`src/rtl/gb_sysctl_pkg.sv`:
```
// gb_sysctl_pkg: shared types and default timing values for the
// Game Boy system controller (gb_sysctl and its clk_en divider).
//   state_e         - sequencer states INIT -> SETTLE -> RUN
//   *_DEF           - default parameter values for DIV_FAST, SLOW_MUL,
//                     INIT_TICKS and HOLD_TICKS
//   TICK_W          - width of the sequencer tick counter
//   tick_last()     - terminal count for an N-tick wait (N-1, counter is 0-based)
package gb_sysctl_pkg;

  typedef enum logic [1:0] {
    ST_INIT   = 2'd0,
    ST_SETTLE = 2'd1,
    ST_RUN    = 2'd2
  } state_e;

  localparam int DIV_FAST_DEF   = 5;
  localparam int SLOW_MUL_DEF   = 4;
  localparam int INIT_TICKS_DEF = 15;
  localparam int HOLD_TICKS_DEF = 15;

  localparam int TICK_W = 16;

  function automatic logic [TICK_W-1:0] tick_last(input int ticks);
    return TICK_W'(ticks - 1);
  endfunction

endpackage

```
`src/rtl/gb_sysctl_div.sv`:
```
// gb_sysctl_div: system tick divider.
// Produces a one-cycle clk_en every DIV_FAST clk cycles, or every
// DIV_FAST*SLOW_MUL cycles while slow mode is in force. The period choice
// is only re-evaluated at the wrap, so a running period is never cut short.
// Optional feature macro: GB_SYSCTL_SLOW_EN (without it, slow is ignored
// and only the fast period exists).
// Ports:
//   clk     - clock, rising edge
//   n_reset - synchronous active-low reset
//   slow    - requested slow mode, sampled at each wrap
//   clk_en  - registered one-cycle tick enable
module gb_sysctl_div
  import gb_sysctl_pkg::*;
#(
  parameter int DIV_FAST = DIV_FAST_DEF,
  parameter int SLOW_MUL = SLOW_MUL_DEF
) (
  input  logic clk,
  input  logic n_reset,
  input  logic slow,
  output logic clk_en
);

`ifdef GB_SYSCTL_SLOW_EN
  localparam int PERIOD_MAX = DIV_FAST * SLOW_MUL;
`else
  localparam int PERIOD_MAX = DIV_FAST;
`endif
  localparam int CW = $clog2(PERIOD_MAX);

  logic [CW-1:0] cnt_q, cnt_d, last_s;
  logic          clk_en_q, clk_en_d;
  logic          wrap_s;

`ifdef GB_SYSCTL_SLOW_EN
  logic per_slow_q, per_slow_d;

  // Terminal count of the period currently running
  always_comb begin
    if (per_slow_q) begin
      last_s = CW'(DIV_FAST * SLOW_MUL - 1);
    end else begin
      last_s = CW'(DIV_FAST - 1);
    end
  end

  // Slow request only takes hold when the current period wraps
  always_comb begin
    if (wrap_s) begin
      per_slow_d = slow;
    end else begin
      per_slow_d = per_slow_q;
    end
  end

  // Register the period selection
  always_ff @(posedge clk) begin
    if (!n_reset) begin
      per_slow_q <= 1'b0;
    end else begin
      per_slow_q <= per_slow_d;
    end
  end
`else
  logic unused_slow_s;
  assign unused_slow_s = slow | (SLOW_MUL == 0);
  assign last_s        = CW'(DIV_FAST - 1);
`endif

  assign wrap_s = (cnt_q == last_s);

  // Period counter; clk_en is raised for the cycle following the last count
  always_comb begin
    if (wrap_s) begin
      cnt_d    = {CW{1'b0}};
      clk_en_d = 1'b1;
    end else begin
      cnt_d    = cnt_q + CW'(1);
      clk_en_d = 1'b0;
    end
  end

  // Divider state registers
  always_ff @(posedge clk) begin
    if (!n_reset) begin
      cnt_q    <= {CW{1'b0}};
      clk_en_q <= 1'b0;
    end else begin
      cnt_q    <= cnt_d;
      clk_en_q <= clk_en_d;
    end
  end

  assign clk_en = clk_en_q;

endmodule

```
`src/rtl/gb_sysctl.sv`:
```
// gb_sysctl: Game Boy system controller.
// Generates the system tick (via gb_sysctl_div), waits for a settled PLL
// lock, then releases exactly one of NUM_DOMAINS mutually exclusive reset
// domains, holding all of them in reset for HOLD_TICKS after every mode
// change. Optional feature macro: GB_SYSCTL_SLOW_EN enables the slow-tick
// mode; without it slow is tied low and slow_wr/slow_din are ignored.
// Ports:
//   clk, n_reset    - clock and synchronous active-low reset
//   pll_locked      - PLL lock, already synchronous to clk
//   mode_sel        - requested active domain
//   slow_wr/din     - one-cycle write strobe and value for slow mode
//   clk_en          - one-cycle tick enable
//   dom_reset       - per-domain active-high reset
//   reset_done      - initial lock sequence complete (sticky)
//   busy            - high whenever not in RUN
//   slow            - current slow-mode state
module gb_sysctl
  import gb_sysctl_pkg::*;
#(
  parameter int DIV_FAST    = DIV_FAST_DEF,
  parameter int SLOW_MUL    = SLOW_MUL_DEF,
  parameter int INIT_TICKS  = INIT_TICKS_DEF,
  parameter int HOLD_TICKS  = HOLD_TICKS_DEF,
  parameter int NUM_DOMAINS = 2
) (
  input  logic                                                  clk,
  input  logic                                                  n_reset,
  input  logic                                                  pll_locked,
  input  logic [((NUM_DOMAINS > 1) ? $clog2(NUM_DOMAINS) : 1)-1:0] mode_sel,
  input  logic                                                  slow_wr,
  input  logic                                                  slow_din,
  output logic                                                  clk_en,
  output logic [NUM_DOMAINS-1:0]                                dom_reset,
  output logic                                                  reset_done,
  output logic                                                  busy,
  output logic                                                  slow
);

  localparam int MW = (NUM_DOMAINS > 1) ? $clog2(NUM_DOMAINS) : 1;

  state_e                  state_q, state_d;
  logic [TICK_W-1:0]       cnt_q, cnt_d;
  logic [MW-1:0]           mode_q, mode_d;
  logic                    reset_done_q, reset_done_d;
  logic [NUM_DOMAINS-1:0]  dom_reset_q, dom_reset_d;
  logic                    busy_q, busy_d;
  logic                    tick_s;
  logic                    slow_s;

`ifdef GB_SYSCTL_SLOW_EN
  logic slow_q, slow_d;

  // Slow-mode register: written in any sequencer state
  always_comb begin
    if (slow_wr) begin
      slow_d = slow_din;
    end else begin
      slow_d = slow_q;
    end
  end

  // Register slow mode
  always_ff @(posedge clk) begin
    if (!n_reset) begin
      slow_q <= 1'b0;
    end else begin
      slow_q <= slow_d;
    end
  end

  assign slow_s = slow_q;
`else
  logic unused_slow_in_s;
  assign unused_slow_in_s = slow_wr ^ slow_din;
  assign slow_s           = 1'b0;
`endif

  gb_sysctl_div #(
    .DIV_FAST (DIV_FAST),
    .SLOW_MUL (SLOW_MUL)
  ) u_div (
    .clk     (clk),
    .n_reset (n_reset),
    .slow    (slow_s),
    .clk_en  (tick_s)
  );

  // Sequencer next state; a mode change outranks a completing tick
  always_comb begin
    state_d      = state_q;
    cnt_d        = cnt_q;
    mode_d       = mode_q;
    reset_done_d = reset_done_q;
    case (state_q)
      ST_INIT: begin
        if (!pll_locked) begin
          cnt_d = {TICK_W{1'b0}};
        end else if (tick_s) begin
          if (cnt_q == tick_last(INIT_TICKS)) begin
            state_d      = ST_SETTLE;
            cnt_d        = {TICK_W{1'b0}};
            mode_d       = mode_sel;
            reset_done_d = 1'b1;
          end else begin
            cnt_d = cnt_q + TICK_W'(1);
          end
        end else begin
          cnt_d = cnt_q;
        end
      end
      ST_SETTLE, ST_RUN: begin
        if (mode_sel != mode_q) begin
          state_d = ST_SETTLE;
          cnt_d   = {TICK_W{1'b0}};
          mode_d  = mode_sel;
        end else if ((state_q == ST_SETTLE) && tick_s) begin
          if (cnt_q == tick_last(HOLD_TICKS)) begin
            state_d = ST_RUN;
            cnt_d   = {TICK_W{1'b0}};
          end else begin
            cnt_d = cnt_q + TICK_W'(1);
          end
        end else begin
          cnt_d = cnt_q;
        end
      end
      default: begin
        state_d = ST_INIT;
        cnt_d   = {TICK_W{1'b0}};
      end
    endcase
  end

  // Outputs follow the next state so they change on the same edge.
  // An out-of-range mode matches no bit, so every domain stays in reset.
  always_comb begin
    busy_d = (state_d != ST_RUN);
    for (int i = 0; i < NUM_DOMAINS; i++) begin
      dom_reset_d[i] = !((state_d == ST_RUN) && (mode_d == MW'(i)));
    end
  end

  // Sequencer and output registers
  always_ff @(posedge clk) begin
    if (!n_reset) begin
      state_q      <= ST_INIT;
      cnt_q        <= {TICK_W{1'b0}};
      mode_q       <= {MW{1'b0}};
      reset_done_q <= 1'b0;
      dom_reset_q  <= {NUM_DOMAINS{1'b1}};
      busy_q       <= 1'b1;
    end else begin
      state_q      <= state_d;
      cnt_q        <= cnt_d;
      mode_q       <= mode_d;
      reset_done_q <= reset_done_d;
      dom_reset_q  <= dom_reset_d;
      busy_q       <= busy_d;
    end
  end

  assign clk_en     = tick_s;
  assign dom_reset  = dom_reset_q;
  assign reset_done = reset_done_q;
  assign busy       = busy_q;
  assign slow       = slow_s;

endmodule

```
`config.mk`:
```
export PLATFORM = sky130hd
export DESIGN_NAME = gb_sysctl
export DESIGN_NICKNAME = d
export VERILOG_FILES = /design/src/rtl/gb_sysctl_pkg.sv /design/src/rtl/gb_sysctl_div.sv /design/src/rtl/gb_sysctl.sv
export SDC_FILE = /design/constraint.sdc
export NUM_CORES = 1
export LEC_CHECK = 0
export CAP_MARGIN = 20
export CORE_ASPECT_RATIO = 1.2
export CORE_MARGIN = 3
export CORE_UTILIZATION = 60
export CTS_BUF_LIST = sky130_fd_sc_hd__clkbuf_8
export DETAILED_ROUTE_END_ITERATION = 8
export PLACE_DENSITY = 0.89
export SYNTH_ARGS = -nofsm -noshare
export SYNTH_HDL_FRONTEND = slang
export SYNTH_SLANG_ARGS = --single-unit
export TNS_END_PERCENT = 1
```
`constraint.sdc`:
```
create_clock -name clk -period 2.66 [get_ports clk]
set_input_delay 0.798 -clock clk [delete_from_list [all_inputs] [get_ports clk]]
set_output_delay 0.798 -clock clk [all_outputs]
set_load 0.05 [all_outputs]
```
==> results of run 1 <==
layout by cell type (no fill, tap or decap), drive strengths merged, types with 2 or more instances in the layout:
cell type	count
o21ai	4
xnor2	3
and3	3
nand4	7
nand3	9
inv	11
and2	2
a21oi	3
nand2	14
and4	2
clkdlybuf4s50	8
nor2	20
nand2b	2
o211ai	2
nor2b	2
ha	9
a2111oi	3
nor3	3
a211oi	2
buf	4
and4bb	2
clkbuf	3
nor4b	3
xor2	10
dfxtp	27
nor4	2
kinds of logic (layout without fill, tap and decap cells):
kind of cell    count (synthesis)  in the layout  synth area share (%)
mux                             2              2                  1.40
flops                          27             27                  35.6
other cells                     1              1                 0.247
simple gates                   74             74                  29.6
buf+inv                        13             26                  4.21
compound gates                 20             20                  13.9
fa+ha+maj                       9              9                  7.43
xor+xnor                       13             13                  7.51
path summary, 6_finish.rpt:
kind | depth (start not counted) | slack, ps | to
worst max-delay path | 7 | 180 | cnt_q[13]
worst min-delay path | 1 | 470 | reset_done
worst max register to register | 7 | 610 | cnt_q[13]
worst min register to register | 1 | 470 | reset_done
per-layer routing:
| metal | global-route usage [%] | wire [um] |
|---|---|---|
| met3 | 2.18 | 74 |
| met1 | 22.3 | 1250 |
| met2 | 40.9 | 1540 |
| met4 | 12.0 | 74 |
| met5 | 0 | 0 |
where the power goes:
part	switching [mW]	internal, mW	leakage, nW
combinational	0.0282	0.0179	0.370
sequential	0.00300	0.408	0.218
clock	0.118	0.103	0.0269
state kept, by name, summed over array words and instances, names as in the netlist:
name,flops
dom_reset,2
mode_q,1
reset_done,1
u_div.clk_en,1
busy,1
state_q,2
u_div.cnt_q,3
cnt_q,16
through the flow:
step                      hold WS [ps]  setup TNS, ps
after global routing               516              0
after global placement             448          -72.1
after CTS                          478              0
final                              473              0
after floorplan                    460              0
after detailed placement           457           -734
worst reg2reg max path, stage by stage (launching register included):
cell	delay [ps]
dfxtp_1	410
inv_1	90
ha_1	350
and2_4	220
a2111oi_4	460
nand4_1	180
xor2_1	190
nor2_2	40
layout make-up:
type / instances / area share, %
Clock inverter: 1 / 0.223
Inverter: 10 / 2.23
Sequential cell: 27 / 32.1
Timing Repair Buffer: 12 / 6.54
Clock buffer: 3 / 2.45
Multi-Input combinational cell: 119 / 54.2
Tap cell: 31 / 2.30
==> impl_metrics.ini, run 1 <==
[timing]
final.min_clock_period_ps = 2480
grt_setup_unrepaired = no
min_period_over_period_pct = 93.3
fin_ws_ps = 177
fin_skew_ps = 5.00
finalHoldViolCount = 0
setup_viol = 0
fmax_ghz = 0.403
drv_slew = 0

[pwr]
power.density_nw_per_um2 = 403
power.total_mw = 0.679
ir_drop_mv = 0.289
p_leak_nw = 0.615

[placed_design]
dpl_cell_area_um2 = 1640
dpl_worst_slack_ps = -89.8
gp_congestion = 0.812
portBuffers = 8
hpwl_um = 2230
dp_cells = 199

[setup_path]
reg2reg_from = state_q[1]
path_cells = clkdlybuf4s50_1 > ha_1 > and2_4 > a2111oi_4 > nand4_1 > xor2_1 > nor2_2
startpoint_type = primary input
cp.buffers_inverters = 1
worst-path-max-fanout = 5
cp-end-kind = register
path_delay_family = compound AO/OA/AOI/OAI gates
worstSetupStartpoint = mode_sel
crit_path_max_incr_delay_ps = 460
worstSetupPathType = in -> reg
cp.required_ps = 2820
slowest_stage = a2111oi_4
cp.arrival_ps = 2640

[final_layout]
area.growth.synth_to_final_pct = 11.1
num-fill-cells = 158
diodes = 0
layout-drive-gt1-share_pct = 15.7
multi_input_area_um2 = 912
regArea_um2 = 541
nNetsFinal = 188
postLayoutCoreUtil_pct = 71.6
finish.instance_area_um2 = 1680
stdcell_count = 203

[yosys]
yosysMostFrequentCell = dfxtp_1
ys_top_cells_by_area = dfxtp_1, ha_1, xor2_1, nor2_1, a2111oi_4
synth.largest_area_cell = dfxtp_1
synth_edf_count = 0
synth_cells = 159
ys.warnings.count = 0
synth-seq-cells = 27
ys_top_cells_by_count = dfxtp_1, nor2_1, nand2_1
synth_flop_cell = dfxtp_1
synth.distinct_cells = 50
yosysTopAreaCellShare_pct = 35.6
syn-num-nets = 174
synth-seq-area-share_pct = 35.6
synth_area_um2 = 1520
syn_area_per_cell_um2 = 9.54
postSynth.asyncResetShare_pct = 0

[clock_tree]
cts_tree = yes
clock_latency_ps = 270
ctsHoldBuffers = 0
htree_levels = 1
cts_setup_buffers = 0
cts_buffer_depth = 2
numCtsBuffers = 3
cts.sinks = 27
post_cts_resized = 0
clkTransAtPathRegs_ps = 90
cts_root_buf = clkbuf_8

[detailed_routing]
drt_iter0_drc = 41
routed_wirelength_um = 2940
firstDrtPassIters = 4
avgViaCountPerCell = 5.91
drc = 0
wl_per_cell_um = 14.5
ant_nets = 0
via_count = 1199

[die]
num_rows = 19
die_w_um = 51.9
dieArea_um2 = 3170
io_pins = 12
initial_core_util_pct = 64.4
core-area_um2 = 2350
die_h_um = 61.1

[grt]
gr-total-overflow = 0
grt_util_all_layers_pct = 21.3
antenna_found_initial = 0
grt_pass1_wl_um = 5090
first_global_vias = 1170
grt_max_degree = 15

[min_path]
worstHoldPathType = reg -> reg
worstHoldStart = reset_done

[status]
outcome = finished clean

[flow_run]
max-cap-violations = 0
No activity file was read; power rests on OpenSTA's default activity.
==> inputs of run 2 (changes only) <==
--- a/config.mk
+++ b/config.mk
@@ -12,6 +12,7 @@
 export CTS_BUF_LIST = sky130_fd_sc_hd__clkbuf_8
 export DETAILED_ROUTE_END_ITERATION = 8
 export PLACE_DENSITY = 0.89
+export SETUP_SLACK_MARGIN = 0.5
 export SYNTH_ARGS = -nofsm -noshare
 export SYNTH_HDL_FRONTEND = slang
 export SYNTH_SLANG_ARGS = --single-unit
==> impl_metrics.ini, run 2 (synthesis results as in run 1) <==
[detailed_routing]
routed_wirelength_um = 3060
wl_met3_um = 158
m1WireLength_um = 1220
avgViaCountPerCell = 6.06
wl_per_cell_um = 14.9
firstDrtPassIters = 4
drt_iter0_drc = 55
drc = 0
via_count = 1242
ant_nets = 0
wl_met2_um = 1610
topRoutingLayerUsed = met4

[final_layout]
largest_reg_flops = 16
postLayoutCoreUtil_pct = 73.8
reg_top3 = cnt_q (16), u_div.cnt_q (3)
diodes = 0
area.growth.synth_to_final_pct = 14.6
layout-drive-gt1-share_pct = 17.2
final_cell_mix = dfxtp_1, nor2_1, nand2_1
regMostFlops = cnt_q
stdcell_count = 205
nNetsFinal = 190
final_common_cell = dfxtp_1
num-fill-cells = 153

[clock_tree]
clkTransAtPathRegs_ps = 80
cts.sinks = 27
numCtsBuffers = 3
cts_tree = yes
htree_levels = 1
ctsHoldBuffers = 0
cts_root_buf = clkbuf_8
clock_latency_ps = 270
cts_buffer_depth = 2

[timing]
fin_skew_ps = 4.60
drv_slew = 0
setup_viol = 0
fmax_ghz = 0.455
final.min_clock_period_ps = 2200
fin_ws_ps = 463
grt_setup_unrepaired = yes
finalHoldViolCount = 0
whs_ps = 473
min_period_over_period_pct = 82.6

[setup_path]
worst-path-max-fanout = 2
r2r_cells = 8
rrSetupSlack_ps = 670
path_delay_family = buffers and inverters
path_cells = clkdlybuf4s50_1
r2r-end = cnt_q[12]
reg2reg_from = state_q[0]
startpoint_type = register
cp.required_ps = 1860
slowest_stage = clkdlybuf4s50_1
worstSetupPathType = reg -> out
crit_path_max_incr_delay_ps = 800
cp-end-kind = output pin
cp.arrival_ps = 1400
cp.buffers_inverters = 1

[die]
die_h_um = 61.1
io_pins = 12
die_w_um = 51.9
core-area_um2 = 2350
num_rows = 19
dieArea_um2 = 3170
initial_core_util_pct = 64.4

[pwr]
p_leak_nw = 0.645
power.total_mw = 0.687
power.density_nw_per_um2 = 395
ir_drop_mv = 0.290

[status]
outcome = finished clean

[min_path]
whs_path_depth = 1
worstHoldStart = reset_done
hold_end = reset_done
worstHoldPathType = reg -> reg

[grt]
first_global_vias = 1193
grt_max_degree = 15
antenna_found_initial = 0
grt_pass1_wl_um = 5150
gr-total-overflow = 0
grt_util_all_layers_pct = 21.6

[placed_design]
dpl_worst_slack_ps = -89.8
dp_cells = 199
hpwl_um = 2230
portBuffers = 8
gp_congestion = 0.812

[flow_run]
max-cap-violations = 0
[run 2: changes by cell type in the layout (fill, tap and decap cells not counted)]
| cell | change |
|---|---|
| a2111oi_2 | -1 |
| a2111oi_4 | +1 |
| buf_12 | +1 |
| buf_4 | +1 |
| clkdlybuf4s50_1 | -2 |
| dlygate4sd2_1 | +1 |
| dlymetal6s2s_1 | +1 |
| ha_1 | -1 |
| ha_4 | +1 |
[run 2: area by class of cell]
class	instances	area (um2)	share of cell area (%)
multi-input cells	119	937	53.9
flip-flops and latches	27	541	31.1
repair buffers	14	139	7.99
clock buffers	3	41.3	2.38
well taps	31	38.8	2.23
inverters	10	37.5	2.16
clock inverters	1	3.75	0.216
[run 2: through the flow]
stage / setup TNS [ps] / instance area [um2]
after detailed placement: -734 / 1640
after global routing: 0 / 1740
final: 0 / 1740
after global placement: -72.1 / 1640
after floorplan: 0 / 1520
after CTS: 0 / 1740
[run 2: report_power, final]
part           switching [mW]  total [mW]  internal, mW
sequential            0.00302       0.411         0.408
clock                   0.120       0.223         0.103
combinational          0.0301      0.0524        0.0222
total                   0.153       0.687         0.534
[run 2: what timing repair did]
| item | 4_1_cts | 5_1_grt |
|---|---|---|
| setup endpoints to repair | 22 | 23 |
| resized for setup | 3 | 1 |
| buffers inserted | 2 | 0 |
| pin swaps | 5 | 1 |
[run 2: worst max path at each step]
stage | startpoint | to | slack [ps] | cells after the start
floorplan | mode_sel | cnt_q[13] | 510 | 6
global placement | mode_sel | cnt_q[13] | -40 | 7
detailed placement | mode_sel | cnt_q[13] | -90 | 7
CTS | mode_sel | cnt_q[0] | 330 | 8
global route | reset_done | reset_done | 420 | 1
finish | reset_done | reset_done | 460 | 1
[run 2: metal layers]
metal  global-route usage, %  vias up
li1                        -      589
met1                    22.9      597
met2                    41.5       48
met3                    2.18        8
met4                    12.0        0
met5                       0        -
